===== config.mk =====
export PLATFORM = sky130hd
export DESIGN_NAME = clint_mh
export DESIGN_NICKNAME = d
export VERILOG_FILES = /design/src/rtl/clint_mh.sv
export SDC_FILE = /design/constraint.sdc
export NUM_CORES = 1
export LEC_CHECK = 0
export ABC_AREA = 1
export CAP_MARGIN = 10
export CORE_MARGIN = 2
export CORE_UTILIZATION = 60
export DETAILED_ROUTE_END_ITERATION = 8
export MAX_ROUTING_LAYER = met4
export PLACE_DENSITY = 0.79
export SLEW_MARGIN = 20
export SYNTH_ARGS = -nofsm -noshare
export SYNTH_HDL_FRONTEND = slang
export SYNTH_SLANG_ARGS = --single-unit

===== constraint.sdc =====
create_clock -name clk_i -period 3.5 [get_ports clk_i]
set_input_delay 0.525 -clock clk_i [delete_from_list [all_inputs] [get_ports clk_i]]
set_output_delay 0.525 -clock clk_i [all_outputs]
set_load 0.1 [all_outputs]

===== src/rtl/clint_mh.sv =====
// clint_mh: multi-hart core-local interruptor on APB4. It holds one shared mtime,
// and per-hart msip and mtimecmp. It adds a prescaled RTC tick and tear-free mtime reads.
module clint_mh #(
  parameter int HART_NUM   = 4,
  parameter int PSC_WIDTH  = 8,
  parameter int ADDR_WIDTH = 12
) (
  input  logic                  clk_i,
  input  logic                  rst_n_i,
  input  logic                  rtc_clk_i,
  input  logic [ADDR_WIDTH-1:0] paddr_i,
  input  logic                  psel_i,
  input  logic                  penable_i,
  input  logic                  pwrite_i,
  input  logic [31:0]           pwdata_i,
  input  logic [3:0]            pstrb_i,
  output logic [31:0]           prdata_o,
  output logic                  pready_o,
  output logic                  pslverr_o,
  output logic [HART_NUM-1:0]   tmr_irq_o,
  output logic [HART_NUM-1:0]   sfr_irq_o
);

  function automatic logic [31:0] f_merge(input logic [31:0] old_v, input logic [31:0] new_v,
                                          input logic [3:0] strb);
    logic [31:0] res;
    for (int b = 0; b < 4; b++) begin
      res[8*b +: 8] = strb[b] ? new_v[8*b +: 8] : old_v[8*b +: 8];
    end
    return res;
  endfunction

  logic [HART_NUM-1:0]  r_msip;
  logic [63:0]          r_mtimecmp [HART_NUM];
  logic [63:0]          r_mtime;
  logic [31:0]          r_shadow;
  logic                 r_en;
  logic [PSC_WIDTH-1:0] r_psc;
  logic [PSC_WIDTH-1:0] r_psc_cnt;
  logic [1:0]           r_rtc_sync;
  logic                 r_rtc_dly;
  logic [HART_NUM-1:0]  r_tmr_irq;

  logic [31:0]          w_off;
  logic                 w_access;
  logic                 w_hit;
  logic                 w_wr;
  logic                 w_rd;
  logic                 w_msip_rgn;
  logic                 w_cmp_rgn;
  logic [3:0]           w_idx_m;
  logic [3:0]           w_idx_c;
  logic                 w_cmp_hi;
  logic [HART_NUM-1:0]  w_sel_m;
  logic [HART_NUM-1:0]  w_sel_c;
  logic [31:0]          w_hart_rdata;
  logic                 w_glb_hit;
  logic [31:0]          w_glb_rdata;
  logic [31:0]          w_ctrl;
  logic [31:0]          w_ctrl_wr;
  logic                 w_wr_ml;
  logic                 w_wr_mh;
  logic                 w_wr_ctl;
  logic                 w_rd_ml;
  logic                 w_rtc_rise;
  logic                 w_tick;
  logic [63:0]          w_mtime_nxt;

  assign w_off      = 32'(paddr_i) & 32'hFFFF_FFFC;
  assign w_access   = psel_i & penable_i;
  assign w_msip_rgn = (w_off[31:6] == 26'd0);
  assign w_cmp_rgn  = (w_off[31:7] == 25'd2);
  assign w_idx_m    = w_off[5:2];
  assign w_idx_c    = w_off[6:3];
  assign w_cmp_hi   = w_off[2];

  // Per-hart decode and read data (hart indices beyond HART_NUM never select)
  always_comb begin
    w_sel_m      = {HART_NUM{1'b0}};
    w_sel_c      = {HART_NUM{1'b0}};
    w_hart_rdata = 32'd0;
    for (int h = 0; h < HART_NUM; h++) begin
      w_sel_m[h]   = w_msip_rgn & (w_idx_m == 4'(h));
      w_sel_c[h]   = w_cmp_rgn & (w_idx_c == 4'(h));
      w_hart_rdata = w_hart_rdata
                   | ({32{w_sel_m[h]}} & {31'd0, r_msip[h]})
                   | ({32{w_sel_c[h]}} & (w_cmp_hi ? r_mtimecmp[h][63:32] : r_mtimecmp[h][31:0]));
    end
  end

  // CTRL image as seen on the bus
  always_comb begin
    w_ctrl                 = 32'd0;
    w_ctrl[0]              = r_en;
    w_ctrl[PSC_WIDTH+7:8]  = r_psc;
  end

  // Shared timer/control register decode
  always_comb begin
    w_glb_hit   = 1'b1;
    w_glb_rdata = 32'd0;
    case (w_off)
      32'h0000_0200: w_glb_rdata = r_mtime[31:0];
      32'h0000_0204: w_glb_rdata = r_shadow;
      32'h0000_0208: w_glb_rdata = w_ctrl;
      default:       w_glb_hit   = 1'b0;
    endcase
  end

  assign w_hit     = (|w_sel_m) | (|w_sel_c) | w_glb_hit;
  assign w_wr      = w_access & pwrite_i & w_hit;
  assign w_rd      = w_access & ~pwrite_i & w_hit;
  assign w_wr_ml   = w_wr & (w_off == 32'h0000_0200);
  assign w_wr_mh   = w_wr & (w_off == 32'h0000_0204);
  assign w_wr_ctl  = w_wr & (w_off == 32'h0000_0208);
  assign w_rd_ml   = w_rd & (w_off == 32'h0000_0200);
  assign w_ctrl_wr = f_merge(w_ctrl, pwdata_i, pstrb_i);

  assign prdata_o  = w_access ? (w_hart_rdata | w_glb_rdata) : 32'd0;
  assign pslverr_o = w_access & ~w_hit;
  assign pready_o  = 1'b1;

  // RTC synchroniser plus one delay flop for rising-edge detection
  always_ff @(posedge clk_i or negedge rst_n_i) begin
    if (!rst_n_i) begin
      r_rtc_sync <= 2'b00;
      r_rtc_dly  <= 1'b0;
    end else begin
      r_rtc_sync <= {r_rtc_sync[0], rtc_clk_i};
      r_rtc_dly  <= r_rtc_sync[1];
    end
  end

  assign w_rtc_rise = r_rtc_sync[1] & ~r_rtc_dly;
  assign w_tick     = w_rtc_rise & r_en & (r_psc_cnt == r_psc);

  // CTRL fields and prescaler count; a CTRL write restarts the prescaler
  always_ff @(posedge clk_i or negedge rst_n_i) begin
    if (!rst_n_i) begin
      r_en      <= 1'b1;
      r_psc     <= {PSC_WIDTH{1'b0}};
      r_psc_cnt <= {PSC_WIDTH{1'b0}};
    end else if (w_wr_ctl) begin
      r_en      <= w_ctrl_wr[0];
      r_psc     <= w_ctrl_wr[PSC_WIDTH+7:8];
      r_psc_cnt <= {PSC_WIDTH{1'b0}};
    end else if (w_rtc_rise && r_en) begin
      r_psc_cnt <= w_tick ? {PSC_WIDTH{1'b0}} : r_psc_cnt + PSC_WIDTH'(1);
    end
  end

  // A bus write to either mtime half wins over a same-cycle tick, with no carry across halves
  always_comb begin
    if (w_wr_ml) begin
      w_mtime_nxt = {r_mtime[63:32], f_merge(r_mtime[31:0], pwdata_i, pstrb_i)};
    end else if (w_wr_mh) begin
      w_mtime_nxt = {f_merge(r_mtime[63:32], pwdata_i, pstrb_i), r_mtime[31:0]};
    end else begin
      w_mtime_nxt = r_mtime + {63'd0, w_tick};
    end
  end

  // mtime and the high-word shadow captured by an MTIMEL read
  always_ff @(posedge clk_i or negedge rst_n_i) begin
    if (!rst_n_i) begin
      r_mtime  <= 64'd0;
      r_shadow <= 32'd0;
    end else begin
      r_mtime <= w_mtime_nxt;
      if (w_wr_mh) begin
        r_shadow <= w_mtime_nxt[63:32];
      end else if (w_rd_ml) begin
        r_shadow <= r_mtime[63:32];
      end
    end
  end

  // Per-hart msip and mtimecmp registers
  always_ff @(posedge clk_i or negedge rst_n_i) begin
    if (!rst_n_i) begin
      r_msip <= {HART_NUM{1'b0}};
      for (int h = 0; h < HART_NUM; h++) begin
        r_mtimecmp[h] <= 64'hFFFF_FFFF_FFFF_FFFF;
      end
    end else begin
      for (int h = 0; h < HART_NUM; h++) begin
        if (w_wr && w_sel_m[h] && pstrb_i[0]) begin
          r_msip[h] <= pwdata_i[0];
        end
        if (w_wr && w_sel_c[h]) begin
          if (w_cmp_hi) begin
            r_mtimecmp[h][63:32] <= f_merge(r_mtimecmp[h][63:32], pwdata_i, pstrb_i);
          end else begin
            r_mtimecmp[h][31:0] <= f_merge(r_mtimecmp[h][31:0], pwdata_i, pstrb_i);
          end
        end
      end
    end
  end

  // Timer interrupts, one cycle behind the compared registers
  always_ff @(posedge clk_i or negedge rst_n_i) begin
    if (!rst_n_i) begin
      r_tmr_irq <= {HART_NUM{1'b0}};
    end else begin
      for (int h = 0; h < HART_NUM; h++) begin
        r_tmr_irq[h] <= (r_mtime >= r_mtimecmp[h]);
      end
    end
  end

  assign tmr_irq_o = r_tmr_irq;
  assign sfr_irq_o = r_msip;

endmodule


; ---- Word level (Yosys, flattened, before mapping)
; Index checks and enable logic that the tools add are counted.
[classes]
add_sub_neg = 2
multipliers = 0
div = 0
magnitude_cmp = 4
n_eq_ne = 16
shifts = 0
muxes = 22
bitwise_logic = 43
reduce_logical = 59
[op_table]
columns = op, n
row1 = $ge 64x64->1, 4
row2 = $or 32x32->32, 8
row3 = $mux 32, 7
row4 = $and 32x1->32, 4
row5 = $and 32x32->32, 4
row6 = $mux 64, 2
row7 = $pmux 32 s3, 1
row8 = $reduce_and 3->1, 32
row9 = $mux 8, 11
row10 = $add 64x1->64, 1
row11 = $eq 10x8->1 const B, 3
row12 = $logic_not 26->1, 1
row13 = $and 1x1->1, 21
row14 = $eq 4x2->1 const B, 4
row15 = $logic_and 1x1->1, 13
row16 = $reduce_and 2->1, 6
row17 = $ne 2x2->1 const B, 5
row18 = $add 8x1->8 const B, 1
row19 = $eq 4x1->1 const B, 2
row20 = $eq 8x8->1, 1
row21 = $logic_not 4->1, 2
row22 = $reduce_or 4->1, 2
row23 = $eq 5x2->1 const B, 1
row24 = $not 1->1, 4
row25 = 4 further kinds, 6
[word_totals]
ff_bits = 380
latchBits = 0
ram_bits = 0
romBits = 0
input_bits = 54
out_inout_bits = 42
wordCells = 194
n_memories = 0

; ---- Longest topological paths before layout
[depth]
depth_word = 12
depth_mapped = 20
mapped_depth_nobuf = 20

; ---- Worst setup path before layout
; OpenSTA, ideal clock, no wires.
[synth_timing]
path_kind = input to output
from = input port paddr_i[2]
to = output port prdata_o[19]
arrival_ns = 3.197
t_required_ns = 2.975
slack_ns = -0.222
cell_stages = 8
path_buffers = 2
cell_sequence = buf_2 inv_2 nor2_1 nand2_1 nor2_1 clkbuf_1 nand3_1 a31oi_1
[synth_between]
elab_chain_len = 12
word_cells_on_any_way = 33
cone_classes = eq/ne (6) / mux (6) / bitwise (20) / reduce/logical (1)
[synth_rtl]
columns = element, line
row1 = start: declaration, 11  ; input logic [ADDR_WIDTH-1:0] paddr_i,
row2 = $logic_not 4->1, 83  ; w_sel_m[h] = w_msip_rgn & (w_idx_m == 4'(h));
row3 = $and 1x1->1, 83
row4 = $and 32x1->32, 86  ; | ({32{w_sel_m[h]}} & {31'd0, r_msip[h]})
row5 = $or 32x32->32, 87  ; | ({32{w_sel_c[h]}} & (w_cmp_hi ? r_mtimecmp[h][63:32] : r_mtimecmp[h][31:0]));
row6 = $or 32x32->32, 86
row7 = $or 32x32->32, 87
row8 = $or 32x32->32, 86
row9 = $or 32x32->32, 87
row10 = $or 32x32->32, 86
row11 = $or 32x32->32, 87
row12 = $or 32x32->32 (*), 119  ; assign prdata_o = w_access ? (w_hart_rdata | w_glb_rdata) : 32'd0;
row13 = $mux 32 (*), 119
row14 = end: declaration, 17  ; output logic [31:0] prdata_o,
; Mark *: on every way between the ends. The rest lies on a longest branch, timed or not.

; ---- Final worst setup path
[layout_timing]
from = input port paddr_i[3]
to = output port prdata_o[2]
[layout_between]
elab_chain_len = 12
word_cells_on_any_way = 37
cone_classes = eq/ne (9) / mux (2) / bitwise (24) / reduce/logical (2)
[layout_rtl]
columns = element, line
row1 = $logic_not 4->1 (on tied branches), "83, 84"
row2 = $and 1x1->1 (on tied branches), "83, 84"
row3 = $and 32x1->32 / $and 32x32->32 (equally long branches), "86, 87"
row4 = $or 32x32->32, 87
row5 = $or 32x32->32, 86
row6 = $or 32x32->32, 87
row7 = $or 32x32->32, 86
row8 = $or 32x32->32, 87
row9 = $or 32x32->32, 86
row10 = $or 32x32->32, 87
row11 = $or 32x32->32 (*), 119
row12 = $mux 32 (*), 119
; Marked as above.

==> reports/qor.csv <==
metric,value,unit
status,completed,
crit end category,output pin,
MaxCap Viol Count,0,
"Seq/Total Area, Yosys",35.05,%
Detailed Place HPWL,78100,µm
Routed WL,103700,µm
"CTS clk-pin slew, worst paths",0.06,ns
top-count cell post-synth,nand2_1,
Int Pwr,7.328,mW
Hold Path Depth,0,
minimum clock period after layout,3.418,ns
Max VDD drop,0.4765,mV
Initial DRT Pass Iterations,7,
CP required,2.97,ns
post-synth cell types,51,
post-synthesis async set-or-reset flop share,100.0,%
Area growth syn-to-layout,13.27,%
Hold Startpoint,r_rtc_sync[0]$_DFF_PN0_,
placed cells,4582,
Die Y,220.2,µm
post-synthesis compound-gate area fraction,13.72,%
pwr dens,306.1,mW/mm²
Synth Area per Inst,7.181,µm²
Mapped Cells,3906,
Max Slew Vio Count,0,
Synth Area in Simple Gates,29.37,%
Post-synth EDFFs,0,
CTS tree,done,
hold worst-path end,r_rtc_sync[1]$_DFF_PN0_,
Post-synth top cells,"nand2_1, inv_1, nor2_1",
largest family of logic cells by synthesized area,simple AND/OR/NAND/NOR gates,
Synth Area in XOR/XNOR,1.468,%
Synth Area in Adders,11.55,%
worst setup path class,in -> out,
CTS Buf Count,44,
Setup Skew,0.01298,ns
final hold viol count,0,
"area leader, netlist",dfstp_2,
clk root buf,clkbuf_16,
Hold WC Path Type,reg -> reg,
switching share of power,24.65,%
DRT antenna net count,0,
Synth top area share,24.07,%
full die area,0.04850,mm²
Ports,96,
Worst EP arrival,2.89,ns
Synth area leaders,"dfstp_2, nand2_1, ha_1",
predominant post-synthesis flop cell,dfstp_2,
sequential share of power,45.4,%
first-pass GRT wire length,154800,µm
area of the multi-input gates,0.01584,mm²
Reg area,0.009831,mm²
fillers,4041,
RePlAce Congestion,1.071,
setup bufs post-CTS,0,
Worst slew margin,33.78,%
clock buffer depth,3,
final worst-path cycle share,97.67,%
Max H-tree Level,2,
routed vias,27584,
part of the power in the clock network,49.7,%
initial core utilization,60.51,%
R2R setup slack,0.28,ns
crit start category,primary input,
final setup vio count,0,
proportion of layout cells with a drive suffix above 1,14.88,%
layout net count,4335,
detailed-route wire length per cell,22.22,µm
synthesized area,0.02805,mm²
Switching Power,2.398,mW
1st-iter DRT viols,3231,
"non-filler cells, final",4667,
RSZ-0062 raised after global routing,no,
largest net degree at the start of global routing,101,
critical-path maximum fanout,15,
Vias/cell,5.910,
Reg-to-Reg End,r_mtime[24]$_DFFE_PN0P_,
R2R depth,17,
DRC,0,
Total GRT Usage,44.34,%
Yosys reg bits,380,
YS warnings,0,
row cnt,79,
clock sinks,380,
leakage,13.88,nW
mux contribution to synthesized area,0.03568,%
R2R Path Start,r_en$_DFFE_PN1P_,
actual slew at the worst max-slew pin,0.9902,ns
number of global-route vias before repair,25680,
Gate power share,4.9,%
setup TNS,0,ns
global route overflow,0,
core region area,0.04636,mm²
"Net Count, Synth",4219,
die width,220.2,µm
fmax,292.5,MHz
initial antenna violation count,1,
Clock Latency Late Sink,0.60,ns
I/O Buffers,92,
[cells by family (layout without fill, tap and decap cells)]
| kind of cell | Yosys count | in the layout |
|---|---|---|
| simple gates | 1936 | 1936 |
| mux | 1 | 1 |
| buf+inv | 577 | 729 |
| flops | 380 | 380 |
| other cells | 1 | 3 |
| compound gates | 705 | 705 |
| fa+ha+maj | 259 | 259 |
| xor+xnor | 47 | 47 |
[placed cells by master (no fill, tap or decap), drive strengths merged, types with 3 or more instances in the layout]
cell type,n
clkinv,15
or2,10
ha,259
nand3b,3
o22ai,4
dfrtp,123
xnor2,10
o21ai,485
bufinv,3
a32o,8
dfstp,257
o21a,3
clkdlybuf4s50,57
o211ai,4
nor3b,7
a21oi,173
nor2,309
nor3,32
buf,129
and2,8
inv,462
a21o,3
xor2,37
o2111ai,13
and3,3
clkbuf,59
nand4,56
nor4,10
a211oi,3
clkinvlp,3
a31oi,5
nand3,186
nand2,1312
[sequential cells by signal (all words and copies together), names as in the netlist]
| signal | count |
|---|---|
| r_psc_cnt | 8 |
| r_shadow | 32 |
| r_mtimecmp | 256 |
| r_psc | 8 |
| sfr_irq_o | 4 |
| r_mtime | 64 |
| tmr_irq_o | 4 |
| r_rtc_sync | 2 |
| r_rtc_dly | 1 |
| r_en | 1 |
[area by class of cell]
cell class	count	area share, %
tap	607	2.390
sequential	380	30.94
clock buffer	59	4.033
multi-input combinational	2949	49.87
timing repair buffer	187	6.644
antenna	2	0.01575
inverter	460	5.435
clock inverter	23	0.6734
[timing repair]
| item | 4_1_cts | 5_1_grt |
|---|---|---|
| hold buffers | 1 | 0 |
| resized for setup | 0 | 2 |
| endpoints found under the hold margin | 26 | 0 |
| setup endpoints to repair | 0 | 4 |
[power groups by stage]
stage               registers (mW)  logic [mW]  clock network [mW]
finish                        4.41       0.475                4.84
global placement              4.48       0.463                   0
global route                  4.41       0.507                5.03
detailed placement            4.48       0.466                   0
floorplan                     4.48       0.183                   0
CTS                           4.41       0.468                4.84
[worst max path at each step]
| stage | slack, ns | end | startpoint |
|---|---|---|---|
| after CTS | 0.17 | prdata_o[24] | paddr_i[5] |
| after global placement | 0.13 | r_psc_cnt[5]$_DFFE_PN0P_ | paddr_i[3] |
| after floorplan | 0.004 | prdata_o[9] | paddr_i[3] |
| after detailed placement | 0.1 | r_mtimecmp[212]$_DFFE_PN1P_ | paddr_i[3] |
| final | 0.08 | prdata_o[2] | paddr_i[3] |
| after global routing | 0.02 | r_mtime[63]$_DFF_PN0_ | r_en$_DFFE_PN1P_ |
[worst max-delay path: stages]
cell and delay (ns):
clkdlybuf4s50_1 0.58, inv_2 0.16, nand2_1 0.06, nor2_1 0.19, nand2_1 0.12, inv_1 0.13
buf_4 0.31, nand2_1 0.08, nand2_1 0.10, a21oi_1 0.07, a41oi_2 0.33, buf_12 0.22
[routing by layer]
| layer | GRT usage [%] | part of all wire (%) | routed length, µm |
|---|---|---|---|
| met5 | - | 0 | 0 |
| met4 | 23.98 | 6.2 | 6468 |
| met3 | 8.412 | 10 | 10500 |
| met2 | 64.47 | 43 | 44260 |
| met1 | 58.46 | 41 | 42460 |
[stage by stage]
stage / total power, mW / worst slack, ns / utilization (%) / instance area (µm²) / hold slack [ns]
2_1_floorplan: 4.665 / 0.003846 / - / 28130 / 0.2294
3_3_place_gp: 4.945 / 0.1311 / 65.26 / 30250 / 0.3499
3_5_place_dp: 4.947 / 0.09523 / 65.26 / 30250 / 0.3465
4_1_cts: 9.726 / 0.1705 / 68.51 / 31760 / 0.3551
5_1_grt: 9.950 / 0.02349 / 68.52 / 31770 / 0.3601
6_report: 9.726 / 0.08159 / 68.54 / 31770 / 0.3524
Note: power is estimated with default switching activity, not from simulation.
